<file path="src/rtl/adc_spi_cmd.sv">
// adc_spi_cmd
// AXI4-Stream subordinate that turns 32-bit ADC command words into SPI
// register frames (mode 0, MSB first) and captures the ADC response
// shifted back during the same frame.
//
// Ports:
//   aclk, aresetn      clock, asynchronous active-low reset
//   s_axis_tdata       command word, bits [FRAME_BITS-1:0] are sent
//   s_axis_tvalid      command valid
//   s_axis_tready      high while idle and able to take a command
//   spi_csn            chip select, active low
//   spi_sck            serial clock, idles low
//   spi_sdo            data to the ADC
//   spi_sdi            data from the ADC
//   rx_data            last captured response, zero-extended
//   rx_valid           one-cycle strobe when rx_data is refreshed
//   busy               high whenever a frame is in progress
module adc_spi_cmd #(
    parameter int CLK_DIV    = 4,
    parameter int FRAME_BITS = 24,
    parameter int CS_SETUP   = 2,
    parameter int CS_HOLD    = 2
) (
    input  logic        aclk,
    input  logic        aresetn,
    input  logic [31:0] s_axis_tdata,
    input  logic        s_axis_tvalid,
    output logic        s_axis_tready,
    output logic        spi_csn,
    output logic        spi_sck,
    output logic        spi_sdo,
    input  logic        spi_sdi,
    output logic [31:0] rx_data,
    output logic        rx_valid,
    output logic        busy
);

    // One shared cycle counter times SETUP, each sck half-period and HOLD,
    // so it is sized for the largest of the three.
    localparam int CNT_MAX = (CLK_DIV > CS_SETUP) ?
                             ((CLK_DIV > CS_HOLD) ? CLK_DIV : CS_HOLD) :
                             ((CS_SETUP > CS_HOLD) ? CS_SETUP : CS_HOLD);
    localparam int CW = (CNT_MAX > 1) ? $clog2(CNT_MAX) : 1;
    localparam int BW = (FRAME_BITS > 1) ? $clog2(FRAME_BITS) : 1;

    localparam logic [CW-1:0] SETUP_LAST = CW'(CS_SETUP - 1);
    localparam logic [CW-1:0] DIV_LAST   = CW'(CLK_DIV - 1);
    localparam logic [CW-1:0] HOLD_LAST  = CW'(CS_HOLD - 1);
    localparam logic [BW-1:0] BIT_LAST   = BW'(FRAME_BITS - 1);

    typedef enum logic [2:0] {
        IDLE,
        SETUP,
        SHIFT,
        HOLD,
        GAP
    } state_t;

    state_t                state;
    logic [CW-1:0]         cnt;
    logic [BW-1:0]         bit_cnt;
    logic [FRAME_BITS-1:0] tx_sr;
    logic [FRAME_BITS-1:0] rx_sr;
    logic [FRAME_BITS-1:0] tx_next;
    logic [FRAME_BITS-1:0] rx_next;

    generate
        if (FRAME_BITS < 32) begin : g_unused_hi
            logic unused_tdata_hi;
            assign unused_tdata_hi = ^s_axis_tdata[31:FRAME_BITS];
        end
    endgenerate

    // Next values of both shift registers: transmit moves toward the MSB
    // (which drives sdo), receive shifts sdi in at the LSB.
    always_comb begin
        tx_next = tx_sr << 1;
        rx_next = (rx_sr << 1) | FRAME_BITS'(spi_sdi);
    end

    // Frame sequencer. All pin-facing outputs are registered here. In SHIFT
    // the current sck level tells which half of the bit is running: the end
    // of a high phase drops sck and advances sdo, the end of a low phase
    // either starts the next bit (raising sck and sampling sdi) or, after
    // the last bit, moves on to the chip-select hold time.
    always_ff @(posedge aclk or negedge aresetn) begin
        if (!aresetn) begin
            state         <= IDLE;
            cnt           <= '0;
            bit_cnt       <= '0;
            tx_sr         <= '0;
            rx_sr         <= '0;
            s_axis_tready <= 1'b0;
            spi_csn       <= 1'b1;
            spi_sck       <= 1'b0;
            spi_sdo       <= 1'b0;
            rx_data       <= '0;
            rx_valid      <= 1'b0;
            busy          <= 1'b0;
        end else begin
            rx_valid <= 1'b0;
            case (state)
                IDLE: begin
                    s_axis_tready <= 1'b1;
                    if (s_axis_tvalid && s_axis_tready) begin
                        tx_sr         <= s_axis_tdata[FRAME_BITS-1:0];
                        spi_sdo       <= s_axis_tdata[FRAME_BITS-1];
                        spi_csn       <= 1'b0;
                        s_axis_tready <= 1'b0;
                        busy          <= 1'b1;
                        cnt           <= '0;
                        state         <= SETUP;
                    end
                end
                SETUP: begin
                    if (cnt == SETUP_LAST) begin
                        cnt     <= '0;
                        bit_cnt <= '0;
                        spi_sck <= 1'b1;
                        rx_sr   <= rx_next;
                        state   <= SHIFT;
                    end else begin
                        cnt <= cnt + 1'b1;
                    end
                end
                SHIFT: begin
                    if (cnt != DIV_LAST) begin
                        cnt <= cnt + 1'b1;
                    end else begin
                        cnt <= '0;
                        if (spi_sck) begin
                            spi_sck <= 1'b0;
                            tx_sr   <= tx_next;
                            spi_sdo <= tx_next[FRAME_BITS-1];
                        end else if (bit_cnt == BIT_LAST) begin
                            state <= HOLD;
                        end else begin
                            bit_cnt <= bit_cnt + 1'b1;
                            spi_sck <= 1'b1;
                            rx_sr   <= rx_next;
                        end
                    end
                end
                HOLD: begin
                    if (cnt == HOLD_LAST) begin
                        cnt      <= '0;
                        spi_csn  <= 1'b1;
                        rx_data  <= 32'(rx_sr);
                        rx_valid <= 1'b1;
                        state    <= GAP;
                    end else begin
                        cnt <= cnt + 1'b1;
                    end
                end
                GAP: begin
                    busy          <= 1'b0;
                    s_axis_tready <= 1'b1;
                    state         <= IDLE;
                end
                default: begin
                    state <= IDLE;
                end
            endcase
        end
    end

endmodule

</file>
<file path="config.mk">
export PLATFORM = sky130hd
export DESIGN_NAME = adc_spi_cmd
export DESIGN_NICKNAME = d
export VERILOG_FILES = /design/src/rtl/adc_spi_cmd.sv
export SDC_FILE = /design/constraint.sdc
export NUM_CORES = 1
export LEC_CHECK = 0
export CAP_MARGIN = 20
export CELL_PAD_IN_SITES_DETAIL_PLACEMENT = 1
export CELL_PAD_IN_SITES_GLOBAL_PLACEMENT = 1
export CORE_MARGIN = 2
export CORE_UTILIZATION = 30
export CTS_CLUSTER_DIAMETER = 80
export DETAILED_ROUTE_END_ITERATION = 10
export PLACE_DENSITY_LB_ADDON = 0.1
export SYNTH_ARGS = -nofsm -noshare
export SYNTH_HDL_FRONTEND = slang
export SYNTH_SLANG_ARGS = --single-unit
</file>
<file path="constraint.sdc">
create_clock -name aclk -period 2.6 [get_ports aclk]
set_clock_uncertainty 0.15 [all_clocks]
set_input_delay 0.65 -clock aclk [delete_from_list [all_inputs] [get_ports aclk]]
set_output_delay 0.65 -clock aclk [all_outputs]
set_load 0.05 [all_outputs]
</file>
-- After elaboration in Yosys (flattened, before gate mapping)
Index checks and enable logic that the tools add are counted.
- bits in read-only memories: 0
- bits in registers: 87
- input port bits: 36
- output and inout bits: 38
- memories kept: 0
- latch bits: 0
- logic and storage cells: 88
- bits in writable memories: 0
- bitwise operators: 1
- $mul: 0
- div/mod/pow operators: 0
- reduce and logical (&&, ||, !) cells: 16
- add/subtract/negate cells: 2
- multiplexer cells: 42
- magnitude comparators: 0
- shifts and indexed selects: 0
- eq/ne operators: 15
- operators with widths (cell ; count):
    2-to-1 mux 24 bit ; 4
    2-to-1 mux 23 bit ; 3
    one-hot mux 24 bit (2 select lines) ; 1
    one-hot mux 23 bit (2 select lines) ; 1
    bitwise OR 24 x 1 -> 24 bit ; 1
    2-to-1 mux 5 bit ; 4
    2-to-1 mux 3 bit ; 6
    inequality test 2 bit, second input constant ; 9
    2-to-1 mux 1 bit ; 12
    one-hot mux 3 bit (4 select lines) ; 1
    one-hot mux 1 bit (2 select lines) ; 5
    one-hot mux 5 bit (2 select lines) ; 1
    nonzero test 2 bit ; 4
    equality test 3 x 2 -> 1 bit, second input constant ; 2
    2-to-1 mux 2 bit ; 3
    one-hot mux 2 bit (3 select lines) ; 1
    AND reduction 2 bit ; 3
    AND reduction 3 bit ; 2
    AND reduction 6 bit ; 1
    adder 5 x 1 -> 5 bit, second input constant ; 1
    equality test 5 bit, second input constant ; 1
    AND reduction 5 bit ; 1
    AND reduction 4 bit ; 1
    equality test 3 x 1 -> 1 bit, second input constant ; 1
    7 further kinds ; 7

-- Longest topological paths before layout
Gate-level depths: netlist (run 1).
- depth after elaboration: 5
- mapped depth: 7
- gate-level depth less buffers: 6

-- Worst setup path after synthesis (run 1)
Ideal clock, no wire load.
- path kind: register -> register
- start: register s_axis_tready
- end: register spi_sdo
- path buffers: 1
- stages on the path, launching flop included: 6
- arrival time: 1.772 ns
- slack: 0.600 ns
- cell sequence: dfrtp_1 nand3b_1 a2111oi_4 buf_2 nor2_1 a21oi_1
- cells in the longest elaborated chain, start to end: 3
- ends and longest elaborated chain (what ; RTL line ; RTL):
    from (decl) ; 28 ; output logic s_axis_tready,
    from (signal assigned) ; 93 ; s_axis_tready <= 1'b0;
    from (signal assigned) ; 104 ; s_axis_tready <= 1'b1;
    from (signal assigned) ; 109 ; s_axis_tready <= 1'b0;
    logical AND 1 bit ; 105 ; if (s_axis_tvalid && s_axis_tready) begin
    inequality test 2 bit (no source line) ; -- ;
    AND reduction 4 bit (no source line) ; -- ;
    to (signal assigned) ; 107 ; spi_sdo <= s_axis_tdata[FRAME_BITS-1];
    to (signal assigned) ; 134 ; spi_sdo <= tx_next[FRAME_BITS-1];
    to (decl) ; 31 ; output logic spi_sdo,
No other way between the ends.
A chain may end at the register's enable or synchronous reset.

-- Worst setup path in the final report (run 1)
- start: register spi_csn
- end: output port spi_csn
- RTL lines (what ; RTL line ; RTL):
    from (decl) ; 29 ; output logic spi_csn,
    from (signal assigned) ; 94 ; spi_csn <= 1'b1;
    from (signal assigned) ; 108 ; spi_csn <= 1'b0;
    from (signal assigned) ; 147 ; spi_csn <= 1'b1;
No word-level cell between the ends.

==> results_dict.tcl, run 1 <==
set metrics [dict create \
    chipHeight_um 118 \
    worstPathCellList "clkdlybuf4s50_1" \
    yosysSeqAreaShare 0.561 \
    number_of_core_rows 41 \
    grt_antenna_before_repair 0 \
    design_power_total_w 0.00273 \
    crit_path_start_kind "flop" \
    floorplan.die_area_um2 13900 \
    critical-path-top-delay-family "buffers and inverters" \
    timing.final.ws_setup_ns 0.102 \
    synth-edff-count 0 \
    hold-worst-slack_ns 0.120 \
    pin_count 74 \
    crit_path_top_delay_cell "clkdlybuf4s50_1" \
    ys_seq_elements 87 \
    grt-ovfl-total 0 \
    finalMaxSlewViolations 0 \
    p_sw_w 0.000595 \
    crit_path_max_fanout 3 \
    endpoint_arrival_time_on_the_critical_path_ns 1.70 \
    die_width_um 118 \
    worst-path-buf-inv 1 \
    vdd.ir_drop.worst_v 0.000290 \
    dr.first_iter.drc_count 119 \
    synthesis_to_finish_area_growth_pct 27.0 \
    placeable_area_um2 12600 \
    maxCapViolCount 0 \
    drc 0 \
    cts.reportedPaths.clkPinSlew_ns 0.06 \
    power_per_cell_area_nw_per_um2 554 \
    outcome "finished clean" \
    power_switching_share 0.218 \
    routed_wl_um 8870 \
    htree_num_levels 3 \
    power_frac_seq 0.498 \
    p_leak_nw 2.30 \
    dr.max_layer_used "met4" \
    setup.reg_to_reg.worst_slack_ns 0.39 \
    fmaxAchievable_mhz 400 \
    timing.hold.worst.class "input pin to async pin" \
    power_report.internal_total_w 0.00214 \
    netlist_area_um2 3880 \
    critical_path.endpoint_type "output pin" \
    first_pass_grt_wire_length_um 15500 \
    timing.reg2reg.worst_path_depth 7 \
    tns_ns 0 \
    routed-via-count 2846 \
    number_of_cells_on_the_critical_path 1 \
    final_hold_viol_count 0 \
    worst_skew_pair.late_latency_ns 0.34 \
    post-route-period-util 0.961 \
    mostFrequentLayoutCell "dfrtp_1" \
    netlist-cell-type-count 42 \
    cts_setup_buffers 0 \
    ctsResizeCount 0 \
    nFillCells 1437 \
    dpl.hpwl_um 5580 \
    period_minus_slack_ns 2.50 \
    gr_util_all_layers 0.138 \
    power.clock.fraction 0.464 \
    cp_data_required_time_ns 1.80 \
    final_core_occ 0.391 \
    share_comb_of_total_power 0.038 \
    route.detailed.wl_per_inst_um 14.4 \
    ys_async_sr_fraction 1.00 \
    route.detailed.vias_per_inst 4.64 \
    numClockSinks 87 \
    slowest_delay_ns 0.81 \
    cts_inserted_buffers 9 \
    critPathKind "flop to output pin" \
    grt_start_max_net_pins 47 \
    post_route_m1_wl_um 4430 \
    met3WireLength_um 242 \
    dp_slack_ns 0.151 \
    root_buffer "clkbuf_16" \
    cts_buffer_depth 2 \
    route.antenna.remaining_nets 0 \
    first_global_vias 3055 \
    commonest_cells_after_routing_fill_and_taps_aside "dfrtp_1, nand2_1, clkdlybuf4s50_1" \
    final_net_count 478 \
    setup_viol 0 \
    cts_tree "built" \
    floorplan.initialDensity 0.307 \
    gp_routability_congestion 0.696 \
    port-buffer-count 57 \
    post_cts_hold_buffer_count 0 \
    drt_pre_antenna_iters 4 \
    timing.max_slew.rel_slack 0.649 \
    synthCells 381 \
    syn_avg_cell_area_um2 10.2 \
    met2WireLength_um 4100 \
    yosys_warnings 0 \
    synthFlopType "dfrtp_1" \
    ant_diodes 0 \
    worst_slew_pin_slew_ns 0.526 \
    rsz0062_at_grt "no" \
    share_of_layout_cells_above_drive_strength_1 0.0905 \
]
==> sequential cells by signal, indices dropped and copies added (netlist names) <==
| name | count |
|---|---|
| bit_cnt | 5 |
| busy | 1 |
| cnt | 2 |
| rx_data | 24 |
| rx_sr | 24 |
| rx_valid | 1 |
| s_axis_tready | 1 |
| spi_csn | 1 |
| spi_sck | 1 |
| spi_sdo | 1 |
| state | 3 |
| tx_sr | 23 |
==> power by group through the flow <==
stage / clock, W / sequential, W / combinational (W)
2_1_floorplan: 0 / 0.00139 / 0.0000390
3_3_place_gp: 0 / 0.00139 / 0.000106
3_5_place_dp: 0 / 0.00139 / 0.000106
4_1_cts: 0.00132 / 0.00136 / 0.000107
5_1_grt: 0.00136 / 0.00136 / 0.000113
6_report: 0.00127 / 0.00136 / 0.000103
==> Yosys cell counts (2+ instances only) <==
library cell / n / area (um2)
nand2b_1: 3 / 18.8
a21oi_1: 28 / 140
ha_1: 4 / 50.1
inv_1: 5 / 18.8
clkbuf_1: 10 / 37.5
o21ai_0: 30 / 150
buf_4: 9 / 67.6
nand2_1: 80 / 300
o2bb2ai_1: 2 / 17.5
nor2_1: 30 / 113
a31oi_1: 2 / 12.5
a21o_1: 2 / 15.0
mux2_2: 5 / 56.3
buf_6: 2 / 22.5
buf_2: 8 / 40.0
nand3b_1: 23 / 173
nand3_1: 7 / 35.0
dfrtp_1: 86 / 2150
mux2_1: 19 / 214
nor2b_1: 4 / 25.0
==> cell type report <==
cell class / count / area, um2 / area share
inverters: 6 / 22.5 / 0.00457
clock buffers: 11 / 233 / 0.0472
multi-input cells: 266 / 1540 / 0.313
clock inverters: 4 / 47.5 / 0.00965
well taps: 172 / 215 / 0.0437
repair buffers: 68 / 688 / 0.140
flip-flops and latches: 87 / 2180 / 0.442
==> logic make-up after synthesis <==
group | synth area share
AOI/OAI and AO/OA | 0.116
other | 0.000967
and+or+nand+nor | 0.188
muxes | 0.0697
xor gates and xnor gates | 0.00226
adders and majority gates | 0.0129
buffers and inverters | 0.0490
DFF | 0.561
==> layer usage <==
layer  vias to the layer above  global-route usage
met2                        37               0.213
met5                         -                   0
met3                        11              0.0300
met1                      1414               0.184
li1                       1384                   -
met4                         0              0.0633
==> worst register-to-register path, stage by stage, from the launching register on <==
cell,delay (ns)
dfrtp_1,0.42
inv_1,0.07
ha_1,0.22
nand2_1,0.11
o31a_2,0.38
a21oi_4,0.14
buf_4,0.25
mux2_2,0.36
==> per-stage QoR <==
| stage | std cells | instance area (um2) |
|---|---|---|
| floorplan | 388 | 3910 |
| global placement | 599 | 4650 |
| detailed placement | 599 | 4650 |
| CTS | 614 | 4930 |
| global route | 614 | 4930 |
| finish | 614 | 4930 |
==> path summary, 6_finish.rpt <==
check | start | endpoint
min in group aclk | rx_sr[23]$_DFFE_PN0P_ | rx_data[23]$_DFFE_PN0P_
setup / recovery | spi_csn$_DFFE_PN1P_ | spi_csn
max in group asynchronous | aresetn | rx_sr[2]$_DFFE_PN0P_
hold reg to reg | rx_sr[23]$_DFFE_PN0P_ | rx_data[23]$_DFFE_PN0P_
setup reg to reg | cnt[1]$_DFFE_PN0P_ | rx_sr[2]$_DFFE_PN0P_
hold / removal | aresetn | tx_sr[5]$_DFFE_PN0P_
Power figures use the tool's default switching activity.
==> inputs of run 2 (changes only) <==
--- a/config.mk
+++ b/config.mk
@@ -16,3 +16,4 @@
 export SYNTH_ARGS = -nofsm -noshare
 export SYNTH_HDL_FRONTEND = slang
 export SYNTH_SLANG_ARGS = --single-unit
+export TNS_END_PERCENT = 5
==> results of run 2 <==
Final layout, timing and power as in run 1 (identical DEF).
==> inputs of run 3 (changes only) <==
--- a/config.mk
+++ b/config.mk
@@ -12,7 +12,7 @@
 export CORE_UTILIZATION = 30
 export CTS_CLUSTER_DIAMETER = 80
 export DETAILED_ROUTE_END_ITERATION = 10
-export PLACE_DENSITY_LB_ADDON = 0.1
+export PLACE_DENSITY = 0.68
 export SYNTH_ARGS = -nofsm -noshare
 export SYNTH_HDL_FRONTEND = slang
 export SYNTH_SLANG_ARGS = --single-unit
==> run 3 against run 2 <==
Effect of this change: sequential share of layout area down 0.29 points; critical path type unchanged; final cell count stayed put; first-iteration DRC count is 6.7% lower; register-to-register slack gained 0.07 ns; largest power group unchanged; utilization up 0.26 points; via count up 0.74%; clock power rose by 5%.
==> results_dict.tcl, run 3 (synthesis results as in run 1) <==
set metrics [dict create \
    outcome "finished clean" \
    placeable_area_um2 12600 \
    cts.reportedPaths.clkPinSlew_ns 0.07 \
    cts_setup_buffers 0 \
    post-route-period-util 0.955 \
    crit_path_start_kind "flop" \
    numClockSinks 87 \
    floorplan.die_area_um2 13900 \
    drt_pre_antenna_iters 4 \
    route.detailed.wl_per_inst_um 14.4 \
    ctsResizeCount 0 \
    share_of_layout_cells_above_drive_strength_1 0.0950 \
    critPathKind "flop to output pin" \
    grt.busiest_layer "met2" \
    cts_tree "built" \
    first_pass_grt_wire_length_um 15400 \
    chipHeight_um 118 \
    worst-path-buf-inv 1 \
    ant_diodes 0 \
    dp_slack_ns 0.126 \
    power_per_cell_area_nw_per_um2 563 \
    hold-worst-slack_ns 0.0575 \
    gp_routability_congestion 0.734 \
    drc 0 \
    worst_slew_pin_slew_ns 0.514 \
    cts_inserted_buffers 9 \
    commonest_cells_after_routing_fill_and_taps_aside "dfrtp_1, nand2_1, clkdlybuf4s50_1" \
    crit_path_max_fanout 3 \
    gr_util_all_layers 0.136 \
    grtUsageMet3 0.0441 \
    routed_wl_um 8830 \
    final_net_count 477 \
    route.detailed.vias_per_inst 4.67 \
    timing.hold.worst.class "input pin to async pin" \
    groute.layer.met1.usage 0.184 \
    pin_count 74 \
    grt-ovfl-total 0 \
    timing.max_slew.rel_slack 0.656 \
    critical_path.endpoint_type "output pin" \
    grt_antenna_before_repair 0 \
    die_width_um 118 \
    maxCapViolCount 0 \
    p_leak_nw 2.31 \
    mostFrequentLayoutCell "dfrtp_1" \
    port-buffer-count 57 \
    worstPathCellList "clkdlybuf4s50_1" \
    place.detailed.instances 598 \
    grtUsageMet2 0.208 \
    grt_start_max_net_pins 48 \
    cp_data_required_time_ns 1.80 \
    critical-path-top-delay-family "buffers and inverters" \
    regToRegEndpoint "tx_sr[3]$_DFFE_PN0P_" \
    largest_registers "rx_data: 24 flops, rx_sr: 24 flops, tx_sr: 23 flops" \
    worst_skew_pair.late_latency_ns 0.34 \
    root_buffer "clkbuf_16" \
    first_global_vias 3048 \
    worst_r2r_startpoint "cnt[0]$_DFFE_PN0P_" \
    rsz0062_at_grt "no" \
    finalNonFillerCells 614 \
    dpl.hpwl_um 5700 \
    finalMaxSlewViolations 0 \
    number_of_core_rows 41 \
    fmaxAchievable_mhz 403 \
    slowest_delay_ns 0.80 \
    final_hold_viol_count 0 \
    cts_buffer_depth 2 \
    endpoint_arrival_time_on_the_critical_path_ns 1.68 \
    timing.reg2reg.worst_path_depth 7 \
    tns_ns 0 \
    route.antenna.remaining_nets 0 \
    post_cts_hold_buffer_count 0 \
    synthesis_to_finish_area_growth_pct 27.9 \
    vdd.ir_drop.worst_v 0.000393 \
    routed-via-count 2867 \
    setup.reg_to_reg.worst_slack_ns 0.46 \
    floorplan.initialDensity 0.307 \
    htree_num_levels 3 \
    dr.first_iter.drc_count 111 \
    timing.final.ws_setup_ns 0.116 \
    crit_path_top_delay_cell "clkdlybuf4s50_1" \
    period_minus_slack_ns 2.48 \
    setup_viol 0 \
]
-- run 3: final cells by class --
type | count | area (um2)
clock inverter | 6 | 68.8
multi-input combinational | 266 | 1540
timing repair buffer | 67 | 693
sequential | 87 | 2180
fill | 1436 | 7660
clock buffer | 10 | 239
tap | 172 | 215
inverter | 6 | 22.5
-- run 3: worst max path at each step --
| stage | slack [ns] | startpoint | cells after the start | to |
|---|---|---|---|---|
| after floorplan | 0.60 | s_axis_tready$_DFFE_PN0P_ | 5 | spi_sdo$_DFFE_PN0P_ |
| after global placement | 0.19 | s_axis_tvalid | 6 | tx_sr[13]$_DFFE_PN0P_ |
| after detailed placement | 0.13 | s_axis_tvalid | 6 | tx_sr[3]$_DFFE_PN0P_ |
| after CTS | 0.09 | spi_csn$_DFFE_PN1P_ | 1 | spi_csn |
| after global routing | 0.08 | spi_csn$_DFFE_PN1P_ | 1 | spi_csn |
| final | 0.12 | spi_csn$_DFFE_PN1P_ | 1 | spi_csn |
-- run 3: where the power goes --
group | leakage [nW] | switching [W] | internal [W]
combinational | 0.992 | 0.0000605 | 0.0000422
sequential | 1.17 | 0.00000330 | 0.00136
clock | 0.149 | 0.000555 | 0.000776
total | 2.31 | 0.000619 | 0.00218
-- run 3: through the flow --
| step | power (W) | cell area (um2) | utilization |
|---|---|---|---|
| 6_report | 0.00279 | 4960 | 0.393 |
| 5_1_grt | 0.00291 | 4960 | 0.393 |
| 4_1_cts | 0.00284 | 4960 | 0.393 |
| 3_5_place_dp | 0.00149 | 4650 | 0.369 |
| 3_3_place_gp | 0.00149 | 4650 | 0.369 |
| 2_1_floorplan | 0.00143 | 3910 | - |
-- run 3: layer usage --
layer | up-vias | routed length (um)
li1 | 1379 | -
met1 | 1433 | 4360
met2 | 51 | 4000
met3 | 4 | 395
met4 | 0 | 70
met5 | - | 0
